File: config.mk
export PLATFORM = sky130hd
export DESIGN_NAME = spi_req_arbiter
export DESIGN_NICKNAME = d
export VERILOG_FILES = /design/src/rtl/spi_req_arbiter.sv
export SDC_FILE = /design/constraint.sdc
export NUM_CORES = 1
export LEC_CHECK = 0
export ABC_AREA = 1
export CELL_PAD_IN_SITES_DETAIL_PLACEMENT = 1
export CELL_PAD_IN_SITES_GLOBAL_PLACEMENT = 2
export CORE_MARGIN = 3
export CORE_UTILIZATION = 23
export CTS_CLUSTER_SIZE = 20
export DETAILED_ROUTE_END_ITERATION = 7
export GPL_ROUTABILITY_DRIVEN = 0
export GPL_TIMING_DRIVEN = 0
export PLACE_DENSITY = 0.92
export SLEW_MARGIN = 20
export SYNTH_ARGS = -nofsm -noshare
export SYNTH_HDL_FRONTEND = slang
export SYNTH_SLANG_ARGS = --single-unit
File: constraint.sdc
create_clock -name clk -period 2.44 [get_ports clk]
set_input_delay 0.244 -clock clk [delete_from_list [all_inputs] [get_ports clk]]
set_output_delay 0.244 -clock clk [all_outputs]
set_load 0.05 [all_outputs]
File: src/rtl/spi_req_arbiter.sv
// spi_req_arbiter: round-robin front end for a single 15-bit SPI master.
// Grants one requester at a time, launches the master with st/DI, follows the
// LOAD handshake, returns DO to the winner with a done pulse, flags start
// timeouts with err, and enforces an idle gap between transfers.
`timescale 1ns/1ps

module spi_req_arbiter #(
    parameter int N_REQ   = 4,
    parameter int DW      = 15,
    parameter int TIMEOUT = 8,
    parameter int GAP     = 2
) (
    input  logic                clk,
    input  logic                clr,
    input  logic [N_REQ-1:0]    req,
    input  logic [N_REQ*DW-1:0] req_data,
    output logic [N_REQ-1:0]    gnt,
    output logic [N_REQ-1:0]    done,
    output logic [DW-1:0]       rx_data,
    output logic                err,
    output logic                busy,
    output logic                spi_st,
    output logic [DW-1:0]       spi_di,
    input  logic                spi_load,
    input  logic [DW-1:0]       spi_do
);

    localparam int PW = (N_REQ > 1) ? $clog2(N_REQ) : 1;
    localparam int TW = $clog2(TIMEOUT + 1);
    localparam int GW = $clog2(GAP + 2);

    typedef enum logic [2:0] {
        S_IDLE  = 3'd0,
        S_START = 3'd1,
        S_BUSY  = 3'd2,
        S_CAPT  = 3'd3,
        S_FAIL  = 3'd4
    } state_t;

    state_t              r_state;
    logic [N_REQ-1:0]    r_gnt;
    logic [N_REQ-1:0]    r_done;
    logic [DW-1:0]       r_rx;
    logic                r_err;
    logic                r_st;
    logic [DW-1:0]       r_di;
    logic [PW-1:0]       r_ptr;
    logic [TW-1:0]       r_tcnt;
    logic [GW-1:0]       r_gcnt;

    state_t              w_state_nxt;
    logic [N_REQ-1:0]    w_gnt_nxt;
    logic [N_REQ-1:0]    w_done_nxt;
    logic [DW-1:0]       w_rx_nxt;
    logic                w_err_nxt;
    logic                w_st_nxt;
    logic [DW-1:0]       w_di_nxt;
    logic [PW-1:0]       w_ptr_nxt;
    logic [TW-1:0]       w_tcnt_nxt;
    logic [GW-1:0]       w_gcnt_nxt;

    logic                w_found;
    logic [PW-1:0]       w_idx;
    logic [PW-1:0]       w_cand;
    logic [N_REQ-1:0]    w_onehot;
    logic [DW-1:0]       w_sel_data;

    assign gnt     = r_gnt;
    assign done    = r_done;
    assign rx_data = r_rx;
    assign err     = r_err;
    assign spi_st  = r_st;
    assign spi_di  = r_di;
    assign busy    = (r_state != S_IDLE);

    // Round-robin search: first set request bit after the last winner, wrapping.
    always_comb begin
        w_found = 1'b0;
        w_idx   = '0;
        w_cand  = '0;
        for (int k = 1; k <= N_REQ; k++) begin
            w_cand = PW'((int'(r_ptr) + k) % N_REQ);
            if (!w_found && req[w_cand]) begin
                w_found = 1'b1;
                w_idx   = w_cand;
            end
        end
    end

    // Decode the winner into a one-hot grant and pick its TX word.
    always_comb begin
        w_onehot   = '0;
        w_sel_data = '0;
        for (int i = 0; i < N_REQ; i++) begin
            if (w_idx == PW'(i)) begin
                w_onehot[i] = 1'b1;
                w_sel_data  = req_data[i*DW +: DW];
            end
        end
    end

    // Next-state and next-output logic; done/err are single-cycle by default.
    always_comb begin
        w_state_nxt = r_state;
        w_gnt_nxt   = r_gnt;
        w_done_nxt  = '0;
        w_rx_nxt    = r_rx;
        w_err_nxt   = 1'b0;
        w_st_nxt    = r_st;
        w_di_nxt    = r_di;
        w_ptr_nxt   = r_ptr;
        w_tcnt_nxt  = r_tcnt;
        w_gcnt_nxt  = r_gcnt;
        case (r_state)
            S_IDLE: begin
                if (r_gcnt != '0) begin
                    w_gcnt_nxt = r_gcnt - 1'b1;
                end else if (w_found) begin
                    w_gnt_nxt   = w_onehot;
                    w_ptr_nxt   = w_idx;
                    w_di_nxt    = w_sel_data;
                    w_st_nxt    = 1'b1;
                    w_tcnt_nxt  = '0;
                    w_state_nxt = S_START;
                end
            end
            S_START: begin
                if (!spi_load) begin
                    w_st_nxt    = 1'b0;
                    w_state_nxt = S_BUSY;
                end else if (r_tcnt == TW'(TIMEOUT - 1)) begin
                    w_st_nxt    = 1'b0;
                    w_state_nxt = S_FAIL;
                end else begin
                    w_tcnt_nxt  = r_tcnt + 1'b1;
                end
            end
            S_BUSY: begin
                // A full transfer takes thousands of clocks, so no watchdog here.
                if (spi_load) begin
                    w_state_nxt = S_CAPT;
                end
            end
            S_CAPT: begin
                // DO settled one cycle after LOAD rose.
                w_rx_nxt    = spi_do;
                w_done_nxt  = r_gnt;
                w_gnt_nxt   = '0;
                w_gcnt_nxt  = GW'(GAP);
                w_state_nxt = S_IDLE;
            end
            S_FAIL: begin
                w_rx_nxt    = '0;
                w_done_nxt  = r_gnt;
                w_err_nxt   = 1'b1;
                w_gnt_nxt   = '0;
                w_gcnt_nxt  = GW'(GAP);
                w_state_nxt = S_IDLE;
            end
            default: begin
                w_gnt_nxt   = '0;
                w_st_nxt    = 1'b0;
                w_state_nxt = S_IDLE;
            end
        endcase
    end

    // State and output registers; clr abandons any transfer without a done.
    always_ff @(posedge clk or posedge clr) begin
        if (clr) begin
            r_state <= S_IDLE;
            r_gnt   <= '0;
            r_done  <= '0;
            r_rx    <= '0;
            r_err   <= 1'b0;
            r_st    <= 1'b0;
            r_di    <= '0;
            r_ptr   <= PW'(N_REQ - 1);
            r_tcnt  <= '0;
            r_gcnt  <= '0;
        end else begin
            r_state <= w_state_nxt;
            r_gnt   <= w_gnt_nxt;
            r_done  <= w_done_nxt;
            r_rx    <= w_rx_nxt;
            r_err   <= w_err_nxt;
            r_st    <= w_st_nxt;
            r_di    <= w_di_nxt;
            r_ptr   <= w_ptr_nxt;
            r_tcnt  <= w_tcnt_nxt;
            r_gcnt  <= w_gcnt_nxt;
        end
    end

endmodule
# Word-level counts from Yosys, hierarchy flattened
# Cells that the tools add are included.
[word_totals]
ff_bits = 51
input_bits = 82
out_inout_bits = 41
word_cells = 108
[op_classes]
add_sub_neg = 6
magnitude_cmp = 4
eq_ne = 15
muxes = 48
n_bitwise = 3
reduce_logical = 22
[ops]
columns = ["cell", "count"]
rows = [
  ["$mux 15", 4],
  ["$pmux 15 s2", 1],
  ["$mux 4", 7],
  ["$mux 1", 17],
  ["$pmux 4 s2", 2],
  ["$mux 3", 5],
  ["$lt 2x3->1 const B", 4],
  ["$ne 2x2->1 const B", 6],
  ["$mux 2", 5],
  ["$pmux 3 s3", 1],
  ["$bmux 1 s2", 4],
  ["$reduce_and 4->1", 2],
  ["$reduce_bool 2->1", 4],
  ["$eq 3x2->1 const B", 2],
  ["$reduce_and 3->1", 2],
  ["$reduce_and 5->1", 1],
  ["$add 2x1->2 const B", 2],
  ["$add 2x2->2 const B", 2],
  ["$add 4x1->4 const B", 1],
  ["$eq 2x2->1 const B", 2],
  ["$eq 4x3->1 const B", 1],
  ["$pmux 2 s2", 1],
  ["$reduce_or 2->1", 2],
  ["$eq 3x1->1 const B", 1],
  ["other kinds (13)", 19],
]

# Longest topological paths before layout
[depth]
ltp_word = 18
ltp_mapped = 18
ltp_nobuf = 15

# Least setup slack after synthesis
# No wires, ideal clock.
[synth_timing]
kind = "register to register"
start = "register r_ptr[0]"
end = "register r_di[5] (netlist: spi_di[5])"
setup_ns = 0.118
arrival_ns = 1.836
t_required_ns = 2.322
path_slack_ns = 0.486
stages_incl_launch_ff = 19
n_path_buf = 3
period_less_slack_ns = 1.954
path_cell_list = "dfstp_2 > inv_2 > buf_6 > nand2_1 > nand2_1 > nand2_4 > nand2_4 > nor2_4 > nand3_2 > nand2_1 > nand2_2 > buf_6 > nor2_8 > buf_8 > nand2_2 > nand2_1 > inv_1 > nand2_1 > nand2_1"
[synth_between]
elab_chain_len = 18
word_cells_on_any_way = 35
cone_classes = "add/sub: 4; eq/ne: 3; mux: 20; reduce/logical: 8"
[synth_rtl]
columns = ["element", "line", "source"]
rows = [
  ["start: declaration", "47", "logic [PW-1:0] r_ptr;"],
  ["start signal: assignment", "178", "r_ptr <= PW'(N_REQ - 1);"],
  ["start signal: assignment", "189", "r_ptr <= w_ptr_nxt;"],
  ["$add 2x1->2", "82", "w_cand = PW'((int'(r_ptr) + k) % N_REQ);"],
  ["$bmux 1 s2", "83", "if (!w_found && req[w_cand]) begin"],
  ["$mux 1 (not written as such)", "83", ""],
  ["$mux 1", "83", ""],
  ["$logic_not 1->1", "83", ""],
  ["$logic_and 1x1->1", "83", ""],
  ["$mux 1", "83", ""],
  ["$logic_not 1->1", "83", ""],
  ["$logic_and 1x1->1", "83", ""],
  ["$mux 1", "83", ""],
  ["$logic_not 1->1", "83", ""],
  ["$logic_and 1x1->1", "83", ""],
  ["$mux 2", "83", ""],
  ["$logic_not 2->1", "95", "if (w_idx == PW'(i)) begin"],
  ["$mux 15 (4 in series)", "95", ""],
  ["end signal: assignment", "188", "r_di <= w_di_nxt;"],
  ["end: declaration", "46", "logic [DW-1:0] r_di;"],
]
# Several ways; a longest one is shown, not always the timed one. The select of a mux whose other input is x is not followed.
# A chain may end at the register's enable or synchronous reset.

# Worst setup path in the final report
[layout_timing]
start = "register r_ptr[0]"
end = "register r_di[10] (netlist: spi_di[10])"
# Same word-level chain as after synthesis.

==> metrics.yaml <==
final_layout:
  area_delta_synth_final_pct: 51.0
  fin_area_um2: 4770
  fin_cells: 772
  nets: 679
  final_util_pct: 35.7
  antenna_cells: 0
  drive_above_1_share_pct: 9.56
run_status:
  status: "complete, no violations"
synth:
  synth.most_common_cell: "nand2_1"
  seq_area_frac_synth_pct: 40.5
  synth.largest_area_cell: "dfrtp_1"
  synth_top_cell_area_share_pct: 38.8
  synthFlopType: "dfrtp_1"
  async_flop_share_pct: 100
  synth.cells.most_frequent: "nand2_1 (165), inv_1 (71), nand3_1 (53)"
  syn-num-nets: 549
  syn_avg_cell_area_um2: 6.79
  ys_ff_latch: 51
  synth_cell_types: 31
  yosys_warnings: 0
  synth_edf_count: 0
  synth_area_um2: 3160
  syn_inst: 465
  synth_area_leaders: "dfrtp_1 (39%), nand2_1 (20%), inv_1 (8.4%)"
grt:
  grt_pass1_vias: 3490
  grt_usage_pct: 13.7
  grt_max_degree: 52
  antenna_found_initial: 0
  grt_pass1_wl_um: 16600
  overflow: 0
placement:
  place_area_um2: 4600
  dp_cells: 763
  port_buffers: 122
  dpl.hpwl_um: 8160
timing:
  fin_worst_skew_ps: 9.82
  maxSlewViolCount: 0
  worstMarginPinSlew_ps: 681
  fin_crit_ps: 2210
  final-hold-violation-count: 0
  finalSetupTns_ps: 0
  setup_viol: 0
  relSlewSlack_pct: 54.2
  rsz0062_at_grt: "false"
  fmax_mhz: 453
  post-route-period-util_pct: 90.4
detailed_routing:
  drtIter0Drc: 100
  drt.antenna.violating_nets: 0
  detailedRoute.firstPassIterationCount: 4
  detail_route.wl_per_cell_um: 13.4
  viasPerCell: 4.29
  num_vias: 3314
  totalWireLength_um: 10300
  drc: 0
critical_path:
  critPathLaunchType: "flop"
  cp-end-kind: "flop"
  r2r_slack_ps: 230
  criticalPathCategory: "flop to flop"
  required_ps: 2620
  rr_worst_depth: 18
  critPathMaxFanout: 10
  cp.arrival_ps: 2390
  rr_startpoint: "r_ptr[0]"
  r2r-end: "spi_di[10]"
floorplanning:
  io-pin-count: 123
  start_util_pct: 23.7
  core-area_um2: 13300
  dieHeight_um: 123
  std_cell_rows: 42
  die_x_um: 123
  die_area_um2: 15200
cts:
  cts_tree: "done"
  clockBufferDepth: 2
  htreeDepth: 2
  clk_transition_reported_paths_ps: 80
  cts_buffers: 5
  ctsHoldBuffers: 0
  clk_latency_ps: 300
  cts_root_buf: "clkbuf_16"
  cts.sinks: 51
pwr:
  vdd_drop_max_v: 0.000665
  p_leak_nw: 2.42
  p_per_area_nw_per_um2: 1600
min_path:
  hold_class: "input port to asynchronous set/reset pin"
run:
  maxCapViolCount: 0
power by group:
part	internal, mW	total (mW)	switching (mW)
logic	1.86	5.43	3.57
registers	1.24	1.47	0.239
clock network	0.391	0.736	0.346
total	3.48	7.64	4.15
how the worst max path moves through the flow:
stage / start / end / slack (ps) / cells past startpoint
after floorplan: r_ptr[0] / spi_di[5] / 490 / 18
after global placement: clr / spi_di[11] / -140 / 2
after detailed placement: req[2] / spi_di[13] / 120 / 15
after CTS: r_ptr[0] / spi_di[11] / 160 / 15
after global routing: r_ptr[0] / spi_di[13] / 10 / 16
final: r_ptr[0] / spi_di[10] / 230 / 18
layout by cell type, fill, tap and decap left out, types with 2 or more instances in the layout:
master / instances
a21oi_1: 5
buf_2: 2
buf_4: 4
buf_6: 4
clkbuf_1: 6
clkbuf_16: 5
clkbuf_4: 2
clkdlybuf4s50_1: 122
dfrtp_1: 49
dfstp_2: 2
ha_1: 2
inv_1: 70
inv_2: 3
inv_6: 2
nand2_1: 165
nand2_2: 21
nand2_4: 3
nand3_1: 53
nand3b_1: 2
nand4_1: 3
nor2_1: 42
nor2_4: 3
nor3_1: 2
o21ai_0: 9
o31ai_1: 3
worst max-delay path, cell delays in order (launching register included):
cell	delay, ps
dfstp_2	540
inv_2	40
buf_6	130
nand2_2	60
nand2_1	80
nand2_1	80
nand2_1	90
nor2_4	150
nand3_2	60
nand2_1	70
nand2_2	80
buf_6	160
nor2_8	110
buf_8	170
nand2_2	50
nand2_1	50
inv_1	40
nand2_1	70
nand2_1	50
metal layers:
layer / GRT usage [%] / share of wire (%) / up-vias
li1: - / - / 1663
met1: 16.8 / 44 / 1551
met2: 24.0 / 48 / 90
met3: 3.57 / 6.7 / 10
met4: 3.04 / 1.4 / 0
met5: 0 / 0 / -
metrics by stage:
step	hold slack (ps)	setup WS, ps	power (mW)
2_1_floorplan	353	486	5.31
3_3_place_gp	464	-142	6.79
3_5_place_dp	469	123	6.95
4_1_cts	433	159	7.73
5_1_grt	462	11.2	8.38
6_report	406	234	7.64
flip-flops by register name, summed over array words and instances (netlist names):
name / cells
rx_data: 15
spi_di: 15
done: 4
gnt: 4
r_tcnt: 4
r_state: 3
r_gcnt: 2
r_ptr: 2
err: 1
spi_st: 1
cell type report:
type	instances	area [µm²]
Fill cell	1732	8580
Multi-Input combinational cell	321	1480
Sequential cell	51	1280
Timing Repair Buffer	123	1230
Inverter	75	284
Tap cell	176	220
Buffer	18	130
Clock buffer	5	125
Clock inverter	3	26.3
timing repair:
item,in CTS,in global routing
gates resized for setup,0,4
hold endpoints to repair,0,0
buffers inserted,0,1
setup endpoints to repair,0,14
cell families after synthesis:
group                      synth area share, %
DFF                                       40.5
and+or+nand+nor                           41.8
xor gates and xnor gates                 0.277
adders and majority gates                0.792
AOI/OAI and AO/OA                         3.84
buffers and inverters                     12.8
Note: power is estimated with default switching activity, not from simulation.
